`src/rtl/mem_burst_pkg.sv`:
```
// mem_burst_pkg: shared FSM state, default widths and a one-hot to index helper.
//   Used by mem_burst_arbiter and rr_pick.
package mem_burst_pkg;
    localparam int DEF_DATA_W = 64;
    localparam int DEF_ADDR_W = 24;
    localparam int DEF_LEN_W  = 10;

    typedef enum logic [1:0] {IDLE, GRANT, WAIT} state_t;

    // Supports up to 8 channels, the widest configuration allowed.
    function automatic logic [2:0] oh_idx(input logic [7:0] oh);
        oh_idx = '0;
        for (int i = 0; i < 8; i++) if (oh[i]) oh_idx = 3'(i);
    endfunction
endpackage

```
`src/rtl/rr_pick.sv`:
```
// rr_pick: combinational masked priority picker.
//   req    : per-channel requests
//   rr_ptr : channel with highest priority this round
//   win    : one-hot first requester at or after rr_ptr (modulo N), zero if none
module rr_pick #(
    parameter int N  = 4,
    parameter int PW = $clog2(N)
) (
    input  logic [N-1:0]  req,
    input  logic [PW-1:0] rr_ptr,
    output logic [N-1:0]  win
);
    logic [PW-1:0] j;
    // Scan downward so the last hit kept is the one closest to rr_ptr.
    always_comb begin
        win = '0;
        j   = '0;
        for (int i = N - 1; i >= 0; i--) begin
            j = PW'((int'(rr_ptr) + i) % N);
            if (req[j]) begin
                win    = '0;
                win[j] = 1'b1;
            end
        end
    end
endmodule

```
`src/rtl/mem_burst_arbiter.sv`:
```
// mem_burst_arbiter: round-robin arbiter of NUM_CH write-burst channels onto one memory burst controller.
//   mem_clk, rst_n (sync, active-low)
//   ch_wr_burst_req/len/addr/data     : per-channel burst requests (packed, channel i at slice i)
//   ch_wr_burst_data_req/finish       : controller handshakes routed to the granted channel only
//   wr_burst_req/len/addr/data        : request to the controller (len/addr held from grant to finish)
//   wr_burst_data_req/finish          : handshakes from the controller
//   grant                             : one-hot owner, zero when idle
//   Build option MEM_BURST_ARBITER_PRIO_CH0_EN: channel 0 always wins in IDLE and does not move rr_ptr.
module mem_burst_arbiter
    import mem_burst_pkg::*;
#(
    parameter int NUM_CH = 4,
    parameter int DATA_W = DEF_DATA_W,
    parameter int ADDR_W = DEF_ADDR_W,
    parameter int LEN_W  = DEF_LEN_W
) (
    input  logic                     mem_clk,
    input  logic                     rst_n,
    input  logic [NUM_CH-1:0]        ch_wr_burst_req,
    input  logic [NUM_CH*LEN_W-1:0]  ch_wr_burst_len,
    input  logic [NUM_CH*ADDR_W-1:0] ch_wr_burst_addr,
    input  logic [NUM_CH*DATA_W-1:0] ch_wr_burst_data,
    output logic [NUM_CH-1:0]        ch_wr_burst_data_req,
    output logic [NUM_CH-1:0]        ch_wr_burst_finish,
    output logic                     wr_burst_req,
    output logic [LEN_W-1:0]         wr_burst_len,
    output logic [ADDR_W-1:0]        wr_burst_addr,
    output logic [DATA_W-1:0]        wr_burst_data,
    input  logic                     wr_burst_data_req,
    input  logic                     wr_burst_finish,
    output logic [NUM_CH-1:0]        grant
);
    localparam int PW = $clog2(NUM_CH);
`ifdef MEM_BURST_ARBITER_PRIO_CH0_EN
    localparam bit PRIO = 1'b1;
`else
    localparam bit PRIO = 1'b0;
`endif

    state_t            state, state_n;
    logic [NUM_CH-1:0] grant_n, rr_win, win;
    logic [PW-1:0]     rr_ptr, ptr_n, gidx, inc;
    logic              req_n;
    logic [LEN_W-1:0]  len_n, win_len;
    logic [ADDR_W-1:0] addr_n, win_addr;
    logic              active;

    rr_pick #(.N(NUM_CH), .PW(PW)) u_pick (
        .req    (ch_wr_burst_req),
        .rr_ptr (rr_ptr),
        .win    (rr_win)
    );

    assign win    = PRIO && ch_wr_burst_req[0] ? NUM_CH'(1) : rr_win;
    assign gidx   = PW'(oh_idx(8'(grant)));
    assign inc    = PW'((int'(gidx) + 1) % NUM_CH);
    assign active = state != IDLE;

    assign ch_wr_burst_data_req = active && wr_burst_data_req ? grant : '0;
    assign ch_wr_burst_finish   = active && wr_burst_finish ? grant : '0;

    always_comb begin
        win_len       = '0;
        win_addr      = '0;
        wr_burst_data = '0;
        for (int i = 0; i < NUM_CH; i++) begin
            if (win[i]) win_len = ch_wr_burst_len[i*LEN_W +: LEN_W];
            if (win[i]) win_addr = ch_wr_burst_addr[i*ADDR_W +: ADDR_W];
            if (grant[i]) wr_burst_data = ch_wr_burst_data[i*DATA_W +: DATA_W];
        end
    end

    always_comb begin
        state_n = state;
        grant_n = grant;
        req_n   = wr_burst_req;
        len_n   = wr_burst_len;
        addr_n  = wr_burst_addr;
        ptr_n   = rr_ptr;
        case (state)
            IDLE: if (|ch_wr_burst_req) begin
                state_n = GRANT;
                grant_n = win;
                req_n   = 1'b1;
                len_n   = win_len;
                addr_n  = win_addr;
            end
            default: if (wr_burst_finish) begin
                state_n = IDLE;
                grant_n = '0;
                req_n   = 1'b0;
                // A priority win of channel 0 leaves the rotation untouched.
                ptr_n   = PRIO && grant[0] ? rr_ptr : inc;
            end else if (wr_burst_data_req) begin
                state_n = WAIT;
            end
        endcase
    end

    always_ff @(posedge mem_clk) begin
        if (!rst_n) begin
            state         <= IDLE;
            grant         <= '0;
            wr_burst_req  <= 1'b0;
            wr_burst_len  <= '0;
            wr_burst_addr <= '0;
            rr_ptr        <= '0;
        end else begin
            state         <= state_n;
            grant         <= grant_n;
            wr_burst_req  <= req_n;
            wr_burst_len  <= len_n;
            wr_burst_addr <= addr_n;
            rr_ptr        <= ptr_n;
        end
    end
endmodule

```
`config.mk`:
```
export PLATFORM = sky130hd
export DESIGN_NAME = mem_burst_arbiter
export DESIGN_NICKNAME = d
export VERILOG_FILES = /design/src/rtl/mem_burst_pkg.sv /design/src/rtl/rr_pick.sv /design/src/rtl/mem_burst_arbiter.sv
export SDC_FILE = /design/constraint.sdc
export NUM_CORES = 1
export LEC_CHECK = 0
export ABC_AREA = 1
export CAP_MARGIN = 20
export CELL_PAD_IN_SITES_DETAIL_PLACEMENT = 1
export CELL_PAD_IN_SITES_GLOBAL_PLACEMENT = 2
export CORE_AREA = 10 10 190 192
export DETAILED_ROUTE_END_ITERATION = 10
export DIE_AREA = 0 0 200 202
export DONT_BUFFER_PORTS = 1
export PLACE_DENSITY = 0.53
export SLEW_MARGIN = 20
export SYNTH_ARGS = -nofsm -noshare
export SYNTH_HDL_FRONTEND = slang
export SYNTH_HIERARCHICAL = 1
export SYNTH_SLANG_ARGS = --single-unit
```
`constraint.sdc`:
```
create_clock -name mem_clk -period 2.5 [get_ports mem_clk]
set_input_delay 0.75 -clock mem_clk [delete_from_list [all_inputs] [get_ports mem_clk]]
set_output_delay 0.75 -clock mem_clk [all_outputs]
set_load 0.01 [all_outputs]
```
==> impl_metrics.toml <==
[status]
outcome = "finished clean"

[critical_path]
reg2reg_from = "rr_ptr[1]$_SDFFE_PN0N_"
path_buf_inv = 4
slowest_delay_ps = 370
critPathMaxFanout = 12
worst_path_dominant_cell_family = "buffers and inverters"
worstSetupStartpoint = "grant[1]$_SDFFE_PN0P_"
path_class = "register to output port"
cp-start-kind = "register"
crit_slowest_cell = "dfxtp_4"
end_kind = "output port"
arrival_ps = 1670
required_ps = 1750
cp_cell_sequence = "inv_2 > nor2_4 > buf_12 > clkbuf_16 > nand2_1 > nand3_1 > o21ai_0 > inv_1"

[place]
place_congestion = 0.8908
pre_cts_slack_ps = 167.2
portBuffers = 0
dpl.hpwl_mm = 29.32

[logic_synthesis]
yosys-top-cells-count = "nand2_1 (259), nand3_1 (177), inv_1 (112), a21oi_1 (110), nor2_1 (61)"
synth_area_mm2 = 0.005359
ys_seq_area_share_pct = 16.06
synth_cell_types = 30
ys_ff_latch = 43
synth.most_common_cell = "nand2_1"
yosysWarnings = 6
syn_avg_cell_area_um2 = 5.332
synth_edf_count = 0
synth_top_area_cell = "nand2_1"
synth_nets = 1413
synthFlopType = "dfxtp_1"
synthTopCellsByArea = "nand2_1 (18%), nand3_1 (17%), dfxtp_1 (16%), a21oi_1 (10%), inv_1 (7.8%)"
synth_top_cell_area_share_pct = 18.14
syn_inst = 1005
synthArstFlopShare_pct = 0

[grt]
grt_start_max_net_pins = 57
grt_pass1_wl_mm = 50.37
antenna_found_initial = 9
overflow = 0
grt_pass1_vias = 7178
gr-usage-all-layers_pct = 16.54

[clock_network]
clockBufferDepth = 2
cts_inserted_buffers = 5
cts.sinks = 43
clk_latency_ps = 310
clkTransAtPathRegs_ps = 70
htree_num_levels = 2
cts-root-buf = "clkbuf_16"
cts_hold_buffers = 0
cts_tree = "yes"

[sta]
max_clock_freq_mhz = 412.5
setup_ws_ps = 75.65
max_slew.worst_pin.slew_ps = 443.7
hold_viol = 0
finalSetupTns_ps = 0
fin_crit_sh_pct = 96.97
fin_crit_ps = 2424
relSlewSlack_pct = 70.42
rsz0062_at_grt = "true"
skew_ps = 5.695
maxSlewViolCount = 0
finalSetupViolCount = 0

[flow_run]
drv_cap = 0

[cells_and_area]
area_delta_synth_final_pct = 20.15
drive_above_1_share_pct = 10.32
final_nets = 1395

[die]
coreArea_mm2 = 0.03229
num_rows = 66
start_util_pct = 16.60
die_y_um = 202
dieArea_mm2 = 0.04040
ios = 511
die_w_um = 200

[routing]
via_per_inst = 4.794
drtIter0Drc = 255
wirelength_mm = 36.92
dr.pass1.iters = 4
vias = 6894
wl_per_cell_um = 25.68
drc = 0
ant_nets = 0

[hold_path]
min_from = "wr_burst_req$_SDFFE_PN0P_"
hold_path_class = "register to register"

[power_and_ir_drop]
irDropWorstVdd_v = 0.0002653
power_density_mw_per_mm2 = 746.4
power.leakage_nw = 3.138
==> power breakdown <==
group / total (W) / switching [W] / internal (W)
sequential: 0.00104 / 0.000203 / 0.000835
combinational: 0.00302 / 0.00197 / 0.00105
clock: 0.000748 / 0.000320 / 0.000427
==> kinds of logic after synthesis <==
family | share of synthesized area, %
flops | 16.06
simple gates | 48.91
fa+ha+maj | 1.868
buf+inv | 15.85
compound gates | 17.30
==> state kept, by name, indices dropped and copies added, names as in the netlist <==
register / cells
wr_burst_req: 1
wr_burst_len: 10
rr_ptr: 2
grant: 4
state: 2
wr_burst_addr: 24
==> final timing paths <==
check	endpoint	slack (ps)	depth (start not counted)
hold / removal	wr_burst_req$_SDFFE_PN0P_	530	2
setup / recovery	wr_burst_data[19]	80	8
hold reg to reg	wr_burst_req$_SDFFE_PN0P_	530	2
setup reg to reg	wr_burst_addr[10]$_SDFFE_PN0P_	240	15
==> worst reg2reg max path: stages, from the launching register on <==
cell,delay [ps]
dfxtp_1,340
inv_1,60
ha_1,320
inv_1,80
nand3_2,90
nand2_4,80
o21ai_0,150
inv_1,50
nand2_1,80
nand2_2,140
nor2_2,190
buf_12,180
nand2_1,100
nand2_1,100
nand3_1,90
a21oi_1,140
==> layout by cell type (no fill, tap or decap), drive strengths merged <==
cell	n
buf	49
o22ai	2
or2	22
a31oi	1
a21oi	110
o21ai	70
o31ai	1
dfxtp	43
nand4	34
diode	8
nand2	268
nor2	68
inv	115
clkinv	4
nand3	181
clkbuf	12
ha	8
==> area by class of cell <==
class | count | area [µm²]
timing repair buffer | 53 | 713.2
multi-input combinational | 765 | 3676
inverter | 119 | 449.2
fill | 4165 | 25850
antenna | 8 | 20.02
tap | 442 | 553.0
clock buffer | 8 | 156.4
sequential | 43 | 870.8
==> metal layers <==
layer / vias to the layer above / GRT usage [%] / part of all wire [%] / routed length, µm
met4: 2 / 6.005 / 2.4 / 895
met2: 326 / 28.59 / 50 / 18330
li1: 3242 / - / - / -
met3: 36 / 7.759 / 12 / 4387
met5: - / 0 / 0.035 / 13
met1: 3288 / 17.02 / 36 / 13300
==> through the flow <==
stage,cell area (µm²),cells,util [%],hold WS [ps],power [W]
3_3_place_gp,5967,1411,18.48,526.8,0.003842
2_1_floorplan,5359,1005,-,503.7,0.002935
5_1_grt,6439,1438,19.94,540.3,0.005251
4_1_cts,6300,1426,19.51,531.8,0.004769
3_5_place_dp,5967,1411,18.48,533.0,0.003867
6_report,6439,1438,19.94,531.7,0.004806
==> what timing repair did <==
item | in CTS | in global routing
buffers inserted | 5 | 0
gates cloned | 2 | 4
endpoints found under the setup margin | 28 | 46
resized for setup | 13 | 12
pin swaps | 2 | 0
Note: power is estimated with default switching activity, not from simulation.
